[config.mk]
export PLATFORM = sky130hd
export DESIGN_NAME = audio_mix_dsm
export DESIGN_NICKNAME = d
export VERILOG_FILES = /design/src/rtl/audio_mix_dsm.sv
export SDC_FILE = /design/constraint.sdc
export NUM_CORES = 1
export LEC_CHECK = 0
export BUFFER_PORTS_ARGS = -buffer_cell sky130_fd_sc_hd__buf_2
export CORE_MARGIN = 1.5
export CORE_UTILIZATION = 64
export DETAILED_ROUTE_END_ITERATION = 8
export PLACE_DENSITY_LB_ADDON = 0.08
export RECOVER_POWER = 50
export SLEW_MARGIN = 5
export SYNTH_ARGS = -nofsm -noshare
export SYNTH_HDL_FRONTEND = slang
export SYNTH_SLANG_ARGS = --single-unit
[constraint.sdc]
create_clock -name clk_sys -period 13.37 [get_ports clk_sys]
set_input_delay 2.0055 -clock clk_sys [delete_from_list [all_inputs] [get_ports clk_sys]]
set_output_delay 2.0055 -clock clk_sys [all_outputs]
set_load 0.1 [all_outputs]
[src/rtl/audio_mix_dsm.sv]
// rtl/audio_mix_dsm.sv - N-channel gain mixer with saturation and first-order delta-sigma output
module audio_mix_dsm #(
  parameter int NUM_CH = 5,
  parameter int IN_W   = 16,
  parameter int OUT_W  = 16,
  parameter int GAIN_W = 4
) (
  input  logic                     clk_sys,
  input  logic                     reset_n,
  input  logic                     sample_stb,
  input  logic [NUM_CH*IN_W-1:0]   ch_in,
  input  logic [NUM_CH-1:0]        ch_signed,
  input  logic [NUM_CH*GAIN_W-1:0] ch_gain,
  input  logic                     mute,
  input  logic                     mode,
  output logic [OUT_W-1:0]         pcm_out,
  output logic                     pcm_valid,
  output logic                     busy,
  output logic                     clip,
  output logic                     overrun,
  output logic                     dsm_out
);

  localparam int PROD_W = IN_W + GAIN_W + 1;
  localparam int ACC_W  = IN_W + GAIN_W + $clog2(NUM_CH) + 1;
  // idx runs one step past the last channel to drain the product register
  localparam int IDX_W  = $clog2(NUM_CH + 1);

  localparam logic signed [ACC_W-1:0] SAT_MAX = {{(ACC_W-OUT_W+1){1'b0}}, {(OUT_W-1){1'b1}}};
  localparam logic signed [ACC_W-1:0] SAT_MIN = {{(ACC_W-OUT_W+1){1'b1}}, {(OUT_W-1){1'b0}}};

  typedef enum logic [1:0] {IDLE, ACCUM, SCALE} state_t;

  state_t                     state;
  logic [NUM_CH*IN_W-1:0]     in_q;
  logic [NUM_CH-1:0]          sgn_q;
  logic [NUM_CH*GAIN_W-1:0]   gain_q;
  logic [IDX_W-1:0]           idx;
  logic signed [PROD_W-1:0]   prod_q;
  logic signed [ACC_W-1:0]    acc;
  logic [OUT_W-1:0]           dsm_acc;

  logic [IN_W-1:0]            raw_sel;
  logic [GAIN_W-1:0]          gain_sel;
  logic                       sgn_sel;
  logic signed [IN_W-1:0]     smp_sel;
  logic signed [PROD_W-1:0]   prod_sel;
  logic signed [ACC_W-1:0]    prod_ext;
  logic signed [ACC_W-1:0]    shifted;
  logic signed [ACC_W-1:0]    sat_val;
  logic                       sat_hit;
  logic [OUT_W-1:0]           dsm_u;
  logic [OUT_W:0]             dsm_sum;

  // Pick the snapshotted channel at idx and form its signed, gain-weighted product
  always_comb begin
    raw_sel  = '0;
    gain_sel = '0;
    sgn_sel  = 1'b0;
    for (int k = 0; k < NUM_CH; k++) begin
      if (idx == IDX_W'(k)) begin
        raw_sel  = in_q[k*IN_W +: IN_W];
        gain_sel = gain_q[k*GAIN_W +: GAIN_W];
        sgn_sel  = sgn_q[k];
      end
    end
    smp_sel  = sgn_sel ? raw_sel : {~raw_sel[IN_W-1], raw_sel[IN_W-2:0]};
    prod_sel = $signed({{(GAIN_W+1){smp_sel[IN_W-1]}}, smp_sel})
             * $signed({{(IN_W+1){1'b0}}, gain_sel});
  end

  assign prod_ext = ACC_W'(prod_q);

  // Remove the unity-gain factor of 8 and clamp to the signed PCM range
  always_comb begin
    shifted = acc >>> 3;
    sat_hit = 1'b0;
    sat_val = shifted;
    if (shifted > SAT_MAX) begin
      sat_val = SAT_MAX;
      sat_hit = 1'b1;
    end else if (shifted < SAT_MIN) begin
      sat_val = SAT_MIN;
      sat_hit = 1'b1;
    end
  end

  // Mix sequencer: snapshot, accumulate one channel per clock, then scale and publish
  always_ff @(posedge clk_sys or negedge reset_n) begin
    if (!reset_n) begin
      state     <= IDLE;
      in_q      <= '0;
      sgn_q     <= '0;
      gain_q    <= '0;
      idx       <= '0;
      prod_q    <= '0;
      acc       <= '0;
      pcm_out   <= '0;
      pcm_valid <= 1'b0;
      busy      <= 1'b0;
      clip      <= 1'b0;
      overrun   <= 1'b0;
    end else begin
      pcm_valid <= 1'b0;
      if (sample_stb && busy) begin
        overrun <= 1'b1;
      end
      case (state)
        IDLE: begin
          if (sample_stb) begin
            in_q   <= ch_in;
            sgn_q  <= ch_signed;
            gain_q <= ch_gain;
            acc    <= '0;
            idx    <= '0;
            busy   <= 1'b1;
            state  <= ACCUM;
          end
        end
        ACCUM: begin
          // product of channel idx is registered here and summed on the next step
          if (idx != IDX_W'(NUM_CH)) begin
            prod_q <= prod_sel;
          end
          if (idx != '0) begin
            acc <= acc + prod_ext;
          end
          if (idx == IDX_W'(NUM_CH)) begin
            state <= SCALE;
          end else begin
            idx <= idx + IDX_W'(1);
          end
        end
        SCALE: begin
          pcm_out   <= mute ? '0 : sat_val[OUT_W-1:0];
          clip      <= !mute && sat_hit;
          pcm_valid <= 1'b1;
          busy      <= 1'b0;
          state     <= IDLE;
        end
        default: state <= IDLE;
      endcase
    end
  end

  assign dsm_u   = {~pcm_out[OUT_W-1], pcm_out[OUT_W-2:0]};
  assign dsm_sum = {1'b0, dsm_acc} + {1'b0, dsm_u};

  // First-order delta-sigma: the accumulator carry is the output bit
  always_ff @(posedge clk_sys or negedge reset_n) begin
    if (!reset_n) begin
      dsm_acc <= '0;
      dsm_out <= 1'b0;
    end else if (mode) begin
      dsm_acc <= dsm_sum[OUT_W-1:0];
      dsm_out <= dsm_sum[OUT_W];
    end else begin
      dsm_acc <= '0;
      dsm_out <= 1'b0;
    end
  end

endmodule

### Word-level counts from Yosys, hierarchy flattened

Cells that the tools add are included.

| operators by class | value |
|---|---|
| add/sub/neg operators | 3 |
| multipliers | 1 |
| $lt $le $gt $ge | 2 |
| equal/unequal tests | 12 |
| muxes and demuxes | 35 |
| bitwise logic cells | 2 |
| reductions and logical operators | 14 |

Operators with widths:

| cell | number |
|---|---|
| $mux 16 | 10 |
| $mux 24 | 2 |
| $pmux 24 s2 | 1 |
| $add 24x21->24 | 1 |
| $gt 21x16->1 const B | 1 |
| $lt 21x16->1 const B | 1 |
| $mul 16x5->21 | 1 |
| $mux 4 | 5 |
| $add 16x16->17 | 1 |
| $mux 1 | 10 |
| $ne 2x2->1 const B | 4 |
| $reduce_and 2->1 | 4 |
| $eq 3x2->1 const B | 2 |
| $eq 3x3->1 const B | 2 |
| $mux 3 | 2 |
| $pmux 3 s2 | 1 |
| $reduce_and 3->1 | 2 |
| $mux 2 | 2 |
| $pmux 2 s2 | 1 |
| $reduce_bool 2->1 | 2 |
| $add 3x1->3 const B | 1 |
| $eq 3x1->1 const B | 1 |
| $logic_not 3->1 | 1 |
| $ne 3x3->1 const B | 1 |
| 8 further kinds | 10 |

| storage, ports and cells | value |
|---|---|
| register bits | 192 |
| input bits | 110 |

### Logic depth before layout (Yosys ltp)

Gate-level depths: netlist of the first run.

| logic depth | value |
|---|---|
| word-level depth | 9 |
| mapped depth | 27 |
| mapped depth without buffers | 24 |

### Worst setup path after synthesis of the first run

Ideal clock, no wire load.

| timing | value |
|---|---|
| kind | register to register |
| from | reg idx[1] |
| to | reg prod_q[19] |
| data arrival time | 5314 ps |
| required time | 13240 ps |
| path slack | 7926 ps |
| stages on the path, launching flop included | 28 |
| clock period less this slack | 5444 ps |
| path through | dfrtp_1 inv_1 ha_1 buf_2 nor2b_1 buf_2 buf_1 a22oi_1 a211oi_1 a21oi_1 nand2_1 o21ai_0 nor2_1 ha_1 ha_1 inv_1 fa_1 inv_1 ha_1 a21o_1 a21o_1 a2111oi_4 nor3_1 a2111oi_4 nor4_1 nor3_1 xor2_1 o21ai_1 |

| on the way | value |
|---|---|
| word-level cells in the longest chain between the ends | 9 |
| elaborated cells between the ends (all ways) | 25 |
| those cells by class | 1 x mul; 5 x eq/ne; 16 x mux; 1 x bitwise; 2 x reduce/logical |

Ends and longest elaborated chain:

| what | RTL line | text |
|---|---|---|
| start: declaration | 38 | `logic [IDX_W-1:0] idx;` |
| start signal: assignment | 131 | `idx <= idx + IDX_W'(1);` |
| $logic_not 3->1 | 61 | `if (idx == IDX_W'(k)) begin` |
| $mux 16 (5 in a row) | 61 |  |
| $not 1->1 | 67 | `smp_sel = sgn_sel ? raw_sel : {~raw_sel[IN_W-1], raw_sel[IN_W-2:0]};` |
| $mux 16 | 67 |  |
| $mul 16x5->21 | 69 | `* $signed({{(IN_W+1){1'b0}}, gain_sel});` |
| end signal: assignment | 123 | `prod_q <= prod_sel;` |
| end: declaration | 39 | `logic signed [PROD_W-1:0] prod_q;` |

Parallel ways exist; a longest one is shown, timed or not.
A chain may end at the register's enable or synchronous reset.

==> results of run 1 <==
==> sequential cells by signal, summed over array words and instances (netlist names) <==
register   cells
gain_q        20
acc           24
sgn_q          5
idx            3
dsm_out        1
in_q          80
pcm_out       16
prod_q        21
dsm_acc       16
state          2
overrun        1
pcm_valid      1
clip           1
busy           1
==> kinds of logic after synthesis <==
kind of cell	count (synthesis)	synth area share (%)
buffers and inverters	136	4.53
XOR/XNOR	50	3.68
AND/OR/NAND/NOR	303	11.6
multiplexers	106	10.0
adder cells (fa/ha/maj)	117	14.5
AO/OA/AOI/OAI	263	15.3
flip-flops	192	40.4
==> worst paths after layout <==
check | from | cells after the start | slack (ps) | end
hold reg to reg | clip$_DFFE_PN0P_ | 2 | 470 | clip$_DFFE_PN0P_
min in group asynchronous | reset_n | 1 | 4120 | dsm_acc[6]$_DFF_PN0_
hold / removal | clip$_DFFE_PN0P_ | 2 | 470 | clip$_DFFE_PN0P_
max in group clk_sys | idx[0]$_DFFE_PN0P_ | 23 | 6980 | prod_q[19]$_DFFE_PN0P_
setup / recovery | reset_n | 1 | 5500 | acc[0]$_DFFE_PN0P_
setup reg to reg | idx[0]$_DFFE_PN0P_ | 23 | 6980 | prod_q[19]$_DFFE_PN0P_
==> stage by stage <==
step                hold WS (ps)  util [%]
finish                       473      73.7
CTS                          478      73.8
global route                 509      73.7
detailed placement           460      70.4
floorplan                    450         -
global placement             433      70.4
==> area by class of cell <==
type                            instances  share of cell area, %
Multi-Input combinational cell        839                   49.2
Sequential cell                       192                   36.0
Timing Repair Buffer                  139                   5.32
Clock buffer                           17                   3.19
Inverter                               92                   2.59
Tap cell                              229                   2.15
Clock inverter                         15                   1.46
Antenna cell                            1                 0.0188
==> routing by layer <==
metal	track usage (%)	wire length, um
met1	35.0	11300
met2	48.6	12600
met3	6.26	1130
met4	10.7	844
met5	0	12
==> cells in the mapped netlist, types with 23 or more instances <==
master,number,area [sq um]
nand2_1,94,353
xnor2_1,34,298
nand2b_1,23,144
nor2_1,116,435
clkbuf_1,34,128
o21ai_0,70,350
mux2_2,105,1180
dfrtp_1,192,4800
fa_1,35,701
inv_1,92,345
ha_1,82,1030
a21oi_1,52,260
==> impl_metrics.py, run 1 <==
metrics = {
    "place": {
        "place_inst": 1491,
        "dpl_cell_area_sq_um": 12700,
        "preCtsSetupSlack_ps": 7020,
        "dp_hpwl_mm": 19.2,
        "finalWeightedCongestion": 0.896,
        "numPortBuffers": 130,
    },
    "setup_path": {
        "worstPathArrival_ps": 6740,
        "critical_path.cell_chain": "clkbuf_1",
        "end_kind": "asynchronous set/reset pin",
        "path_max_fanout": 129,
        "cpPeakStageDelay_ps": 4690,
        "start_kind": "input port",
        "critPathKind": "input port to asynchronous set/reset pin",
        "critical-path-top-delay-family": "buffers and inverters",
        "crit_buf_inv": 1,
        "critPathRequiredTime_ps": 12240,
        "cp_slowest_cell": "clkbuf_1",
    },
    "sta": {
        "setup_viol": 0,
        "fmax_mhz": 127,
        "grt_setup_unrepaired": "false",
        "hold_viol": 0,
        "worstMarginPinSlew_ps": 6810,
        "slew_viol_final": 173,
        "slew_headroom_pct": -354,
        "period_minus_slack_ps": 7870,
        "period_share_pct": 58.9,
        "setup-tns-final_ps": 0,
        "skew_ps": 15.9,
        "setup_slack_ps": 5500,
    },
    "global_routing": {
        "overflow": 0,
        "grtUsageTotal_pct": 28.3,
        "grt_first_pass_wirelength_mm": 44.0,
        "grt_pass1_vias": 9025,
        "antenna_found_initial": 2,
        "grt_max_degree": 130,
    },
    "cells_and_area": {
        "layout_common_cells": "dfrtp_1 (192), buf_2 (126), nor2_1 (116)",
        "final_area_sq_um": 13300,
        "drive_above_1_share_pct": 22.5,
        "area_growth_pct": 12.0,
        "register_area_sq_um": 4800,
        "num-fill-cells": 1318,
        "multi_input_area_sq_um": 6560,
        "final_common_cell": "dfrtp_1",
        "instances_no_fill": 1524,
        "nets": 1508,
    },
    "detailed_routing": {
        "vias": 8761,
        "drtIter0Drc": 553,
        "antenna_left": 0,
        "first_pass_iters": 7,
        "avgViaCountPerCell": 5.75,
        "drc": 12,
        "wire_per_inst_um": 17.0,
        "wl_mm": 25.9,
    },
    "yosys": {
        "async_reset_ff_share_pct": 100,
        "synth_flop_cell": "dfrtp_1",
        "yosysSeqAreaShare_pct": 40.4,
        "ys_types": 69,
        "yosys_warnings": 0,
        "postSynthCellCount": 1167,
        "syn-num-nets": 1394,
        "synth_edf_count": 0,
        "synthesis.area_sq_um": 11900,
        "synth_seq_cells": 192,
        "synth_area_per_cell_sq_um": 10.2,
    },
    "cts": {
        "cts.repair.resized": 0,
        "cts_buffers": 17,
        "clockBufferDepth": 2,
        "cts.sinks": 192,
        "worstSkewPairLatency_ps": 440,
        "cts_root_buf": "clkbuf_16",
        "cts_setup_buffers": 0,
        "cts_hold_buf": 0,
        "path_clk_slew_ps": 80,
        "cts_tree": "built",
        "h-tree-depth": 4,
    },
    "die": {
        "die_y_um": 139,
        "core_sq_um": 18100,
        "pin_count": 131,
        "die_area_sq_um": 19400,
        "start_util_pct": 65.8,
        "row_count": 49,
        "die_width_um": 139,
    },
    "hold_path": {
        "hold_class": "register to register",
    },
    "status": {
        "status": "finished, violations left",
        "violations": "DRC, capacitance limit, slew limit",
    },
    "flow_run": {
        "drv_cap": 2,
    },
}
Power of run 1 is left out: the tool's default activity adds up to more than one toggle a clock period on the data nets, which glitch-free logic cannot reach.
==> inputs of run 2 (changes only) <==
--- a/config.mk
+++ b/config.mk
@@ -7,7 +7,7 @@
 export LEC_CHECK = 0
 export BUFFER_PORTS_ARGS = -buffer_cell sky130_fd_sc_hd__buf_2
 export CORE_MARGIN = 1.5
-export CORE_UTILIZATION = 64
+export CORE_UTILIZATION = 54
 export DETAILED_ROUTE_END_ITERATION = 8
 export PLACE_DENSITY_LB_ADDON = 0.08
 export RECOVER_POWER = 50
==> constraint.sdc (replaced) <==
create_clock -name clk_sys -period 6.8 [get_ports clk_sys]
set_input_delay 1.02 -clock clk_sys [delete_from_list [all_inputs] [get_ports clk_sys]]
set_output_delay 1.02 -clock clk_sys [all_outputs]
set_load 0.1 [all_outputs]
==> run 2 against run 1 <==
The flow finishes with violations (capacitance limit, slew limit). Flip-flop and latch count stayed put. Die area is 18% higher. Cell area is 1.1% higher. Wire length is 2.8% higher. Clock skew is 0.79 ps higher. Via count is 0.82% lower.
==> impl_metrics.py, run 2 (synthesis results as in run 1) <==
metrics = {
    "sta": {
        "worstMarginPinSlew_ps": 2870,
        "period_minus_slack_ps": 5960,
        "skew_ps": 16.7,
        "slew_viol_final": 197,
        "period_share_pct": 87.6,
        "setup-tns-final_ps": 0,
        "slew_headroom_pct": -91.6,
        "hold_viol": 0,
        "setup_viol": 0,
        "fmax_mhz": 168,
        "grt_setup_unrepaired": "false",
    },
    "setup_path": {
        "worstPathArrival_ps": 6250,
        "rrSetupSlack_ps": 840,
        "critPathRequiredTime_ps": 7090,
        "path_max_fanout": 18,
        "critPathKind": "register to register",
        "reg2reg_depth": 24,
        "crit_buf_inv": 4,
        "cpPeakStageDelay_ps": 540,
        "cp.depth": 24,
        "cp_slowest_cell": "fa_1",
        "critical_path.cell_chain": "inv_1 > ha_1 > nor2b_1 > buf_4 > a22oi_1 > a211oi_1 > a21oi_1 > nand2_1 > o21ai_0 > nor2_1 > ha_1 > inv_1 > fa_1 > fa_1 > inv_1 > ha_1 > a21o_1 > a2111oi_4 > nor3_1 > a2111oi_4 > nor4_1 > nor3_1 > xor2_1 > o21ai_1",
        "start_kind": "register",
        "critical-path-top-delay-family": "compound AO/OA/AOI/OAI gates",
        "end_kind": "register",
    },
    "global_routing": {
        "grt_first_pass_wirelength_mm": 44.5,
        "grtUsageTotal_pct": 24.9,
        "overflow": 0,
        "antenna_found_initial": 2,
        "grt_max_degree": 81,
        "grt_pass1_vias": 8793,
    },
    "place": {
        "finalWeightedCongestion": 0.865,
        "numPortBuffers": 130,
        "dp_hpwl_mm": 19.9,
    },
    "hold_path": {
        "hold_depth": 1,
        "hold_class": "register to register",
    },
    "detailed_routing": {
        "antenna_left": 0,
        "wire_per_inst_um": 16.8,
        "avgViaCountPerCell": 5.50,
        "vias": 8689,
        "drc": 0,
        "drtIter0Drc": 337,
        "wl_mm": 26.6,
        "first_pass_iters": 5,
    },
    "status": {
        "violations": "capacitance limit, slew limit",
        "status": "finished, violations left",
    },
    "cells_and_area": {
        "final_common_cell": "dfrtp_1",
        "largest_reg_flops": 80,
        "layout_common_cells": "dfrtp_1 (192), buf_2 (127), nor2_1 (116)",
        "area_growth_pct": 13.2,
        "top_register": "in_q",
        "top_regs": "in_q x80, acc x24, prod_q x21",
        "num-fill-cells": 1912,
        "drive_above_1_share_pct": 22.9,
        "nets": 1513,
    },
    "cts": {
        "cts_hold_buf": 0,
        "cts.sinks": 192,
        "path_clk_slew_ps": 90,
        "worstSkewPairLatency_ps": 450,
        "cts_setup_buffers": 0,
        "h-tree-depth": 4,
        "cts_buffers": 17,
        "clockBufferDepth": 2,
        "cts_tree": "built",
        "cts_root_buf": "clkbuf_16",
        "cts.repair.resized": 0,
    },
    "die": {
        "die_area_sq_um": 22900,
        "core_sq_um": 21800,
        "row_count": 54,
        "pin_count": 131,
        "start_util_pct": 54.7,
        "die_width_um": 151,
        "die_y_um": 151,
    },
    "flow_run": {
        "drv_cap": 3,
    },
}
run 2: changes by cell type in the layout (fill, tap and decap cells not counted):
cell / delta
and2_1: +1
diode_2: +1
and2_0: -1
inv_12: +2
buf_2: +1
inv_16: +3
a21oi_1: -1
inv_6: -2
buf_4: +3
clkbuf_1: -1
clkbuf_2: +2
inv_8: -1
clkinv_4: -2
a21oi_2: +1
run 2: per-stage QoR:
| stage | cell area, sq um | hold slack (ps) | std cells | setup WS, ps | util, % |
|---|---|---|---|---|---|
| 2_1_floorplan | 11900 | 450 | 1167 | 1360 | - |
| 3_3_place_gp | 12800 | 435 | 1547 | 969 | 59.0 |
| 3_5_place_dp | 12800 | 444 | 1547 | 847 | 59.0 |
| 4_1_cts | 13500 | 468 | 1579 | 815 | 62.0 |
| 5_1_grt | 13500 | 501 | 1579 | 378 | 61.9 |
| 6_report | 13500 | 462 | 1581 | 844 | 62.0 |
run 2: worst register-to-register path, stage by stage, from the launching register on:
cell       delay (ps)
dfrtp_1           400
inv_1              90
ha_1              340
nor2b_1           250
buf_4             280
a22oi_1           170
a211oi_1          320
a21oi_1            70
nand2_1            80
o21ai_0           190
nor2_1            170
ha_1              250
inv_1              80
fa_1              410
fa_1              540
inv_1              40
ha_1              320
a21o_1            220
a2111oi_4         390
nor3_1            150
a2111oi_4         450
nor4_1            120
nor3_1            220
xor2_1            160
o21ai_1            70
run 2: metal layers:
layer / share of wire, % / global-route usage (%) / up-vias / wire length (um)
met2: 49 / 42.8 / 156 / 13000
met1: 46 / 32.3 / 4208 / 12100
met3: 4.5 / 5.00 / 22 / 1200
met5: 0 / 0 / - / 0
li1: - / - / 4303 / -
met4: 1.3 / 6.02 / 0 / 335
run 2: worst paths after layout:
path	start	end
max in group asynchronous	reset_n	in_q[68]$_DFFE_PN0P_
worst max-delay path	idx[1]$_DFFE_PN0P_	prod_q[19]$_DFFE_PN0P_
worst min-delay path	overrun$_DFFE_PN0P_	overrun$_DFFE_PN0P_
worst min register to register	overrun$_DFFE_PN0P_	overrun$_DFFE_PN0P_
min in group asynchronous	reset_n	dsm_acc[7]$_DFF_PN0_
worst max register to register	idx[1]$_DFFE_PN0P_	prod_q[19]$_DFFE_PN0P_
run 2: final cells by class:
| cell class | instances | area [sq um] | area share [%] |
|---|---|---|---|
| diodes | 2 | 5.00 | 0.0371 |
| clock buffers | 17 | 425 | 3.16 |
| clock inverters | 15 | 240 | 1.78 |
| inverters | 92 | 345 | 2.56 |
| multi-input cells | 839 | 6560 | 48.7 |
| flip-flops and latches | 192 | 4800 | 35.6 |
| well taps | 280 | 350 | 2.60 |
| repair buffers | 144 | 743 | 5.51 |
Power of run 2 is left out for the same reason.
==> inputs of run 3 (changes only) <==
--- a/config.mk
+++ b/config.mk
@@ -6,8 +6,10 @@
 export NUM_CORES = 1
 export LEC_CHECK = 0
 export BUFFER_PORTS_ARGS = -buffer_cell sky130_fd_sc_hd__buf_2
+export CELL_PAD_IN_SITES_DETAIL_PLACEMENT = 1
+export CELL_PAD_IN_SITES_GLOBAL_PLACEMENT = 1
 export CORE_MARGIN = 1.5
-export CORE_UTILIZATION = 54
+export CORE_UTILIZATION = 42
 export DETAILED_ROUTE_END_ITERATION = 8
 export PLACE_DENSITY_LB_ADDON = 0.08
 export RECOVER_POWER = 50
==> run 3 against run 2 <==
The flow still finishes with violations (capacitance limit, slew limit). Flip-flop and latch count did not move. Clock-buffer cell count did not move. Setup slack improved by 30 ps. Global-route usage fell by 3.6 points. Sequential share of layout area fell by 0.36 points. Register-to-register slack improved by 30 ps. Clock skew rose by 6.4 ps. Critical path type unchanged.
==> impl_metrics.py, run 3 (synthesis results as in run 1) <==
metrics = {
    "status": {
        "status": "finished, violations left",
        "violations": "capacitance limit, slew limit",
    },
    "cts": {
        "cts_setup_buffers": 0,
        "cts.sinks": 192,
        "worstSkewPairLatency_ps": 460,
        "cts_hold_buf": 0,
        "cts.repair.resized": 0,
        "cts_buffers": 17,
        "cts_tree": "built",
        "clockBufferDepth": 2,
        "path_clk_slew_ps": 100,
        "cts_root_buf": "clkbuf_16",
        "h-tree-depth": 4,
    },
    "cells_and_area": {
        "final_area_sq_um": 13600,
        "drive_above_1_share_pct": 22.6,
        "num-fill-cells": 3146,
        "final_common_cell": "dfrtp_1",
        "instances_no_fill": 1682,
        "top_regs": "in_q x80, acc x24, prod_q x21",
        "nets": 1515,
        "area_growth_pct": 14.4,
        "layout_common_cells": "dfrtp_1 (192), buf_2 (122), nor2_1 (116)",
        "largest_reg_flops": 80,
        "top_register": "in_q",
    },
    "sta": {
        "slew_viol_final": 174,
        "period_minus_slack_ps": 5930,
        "hold_viol": 0,
        "setup_viol": 0,
        "period_share_pct": 87.1,
        "setup_slack_ps": 874,
        "slew_headroom_pct": -103,
        "setup-tns-final_ps": 0,
        "worstMarginPinSlew_ps": 3050,
        "skew_ps": 23.0,
        "fmax_mhz": 169,
        "grt_setup_unrepaired": "false",
    },
    "place": {
        "numPortBuffers": 130,
        "dpl_cell_area_sq_um": 13000,
        "place_inst": 1647,
        "dp_hpwl_mm": 22.5,
        "preCtsSetupSlack_ps": 858,
        "finalWeightedCongestion": 0.790,
    },
    "die": {
        "pin_count": 131,
        "core_sq_um": 27900,
        "die_area_sq_um": 29400,
        "die_y_um": 171,
        "start_util_pct": 42.7,
        "die_width_um": 171,
        "row_count": 61,
    },
    "hold_path": {
        "hold_class": "register to register",
    },
    "detailed_routing": {
        "vias": 8823,
        "avgViaCountPerCell": 5.25,
        "drtIter0Drc": 338,
        "antenna_left": 0,
        "wl_mm": 29.4,
        "wire_per_inst_um": 17.5,
        "first_pass_iters": 6,
        "drc": 0,
    },
    "global_routing": {
        "grt_pass1_vias": 9398,
        "grt_first_pass_wirelength_mm": 48.9,
        "grtUsageTotal_pct": 21.3,
        "overflow": 0,
        "grt_max_degree": 121,
        "antenna_found_initial": 2,
    },
    "flow_run": {
        "drv_cap": 2,
    },
    "setup_path": {
        "worstPathArrival_ps": 6240,
        "critPathKind": "register to register",
        "critPathRequiredTime_ps": 7120,
        "start_kind": "register",
        "path_max_fanout": 12,
        "end_kind": "register",
    },
}
## run 3: per-layer routing
layer | GRT usage [%] | vias to the layer above | share of wire [%]
met1 | 27.4 | 4371 | 46
met5 | 0 | - | 0.024
met3 | 3.87 | 22 | 3.1
met2 | 37.2 | 118 | 49
met4 | 5.07 | 2 | 1.3
li1 | - | 4310 | -
## run 3: final timing paths
path                       cells after the start  slack, ps                     end           startpoint
min                                            1        470     overrun$_DFFE_PN0P_  overrun$_DFFE_PN0P_
max in group asynchronous                      2       3050    in_q[69]$_DFFE_PN0P_              reset_n
min reg2reg                                    1        470     overrun$_DFFE_PN0P_  overrun$_DFFE_PN0P_
min in group asynchronous                      1       1500    dsm_acc[8]$_DFF_PN0_              reset_n
max                                           24        870  prod_q[19]$_DFFE_PN0P_   idx[0]$_DFFE_PN0P_
max reg2reg                                   24        870  prod_q[19]$_DFFE_PN0P_   idx[0]$_DFFE_PN0P_
## run 3: metrics by stage
stage	hold slack (ps)	utilization [%]
after global placement	435	46.6
after CTS	468	49.0
after detailed placement	445	46.6
after global routing	516	48.8
final	471	48.9
after floorplan	450	-
## run 3: worst max-delay path: stages (launching register included)
cell and delay [ps]:
dfrtp_1 430, inv_1 100, ha_1 290, nor3b_4 570, a22oi_1 150, a211oi_1 310
a21oi_1 80, nand2_1 90, o21ai_0 190, nor2_1 160, ha_1 250, ha_1 280
inv_1 50, fa_1 590, inv_1 60, ha_1 280, a21o_1 170, a21o_1 220
a2111oi_4 370, nor3_1 150, a2111oi_4 430, nor4_1 110, nor3_1 230, xor2_1 170
o21ai_1 70
## run 3: final cells by class
type                       instances  area, sq um  area share [%]
timing repair buffer             146          754            5.54
multi-input combinational        839         6560            48.2
inverter                          92          345            2.54
clock buffer                      17          425            3.12
antenna                            3         7.51          0.0551
clock inverter                    15          241            1.77
tap                              378          473            3.47
sequential                       192         4800            35.3
Power of run 3 is left out for the same reason.
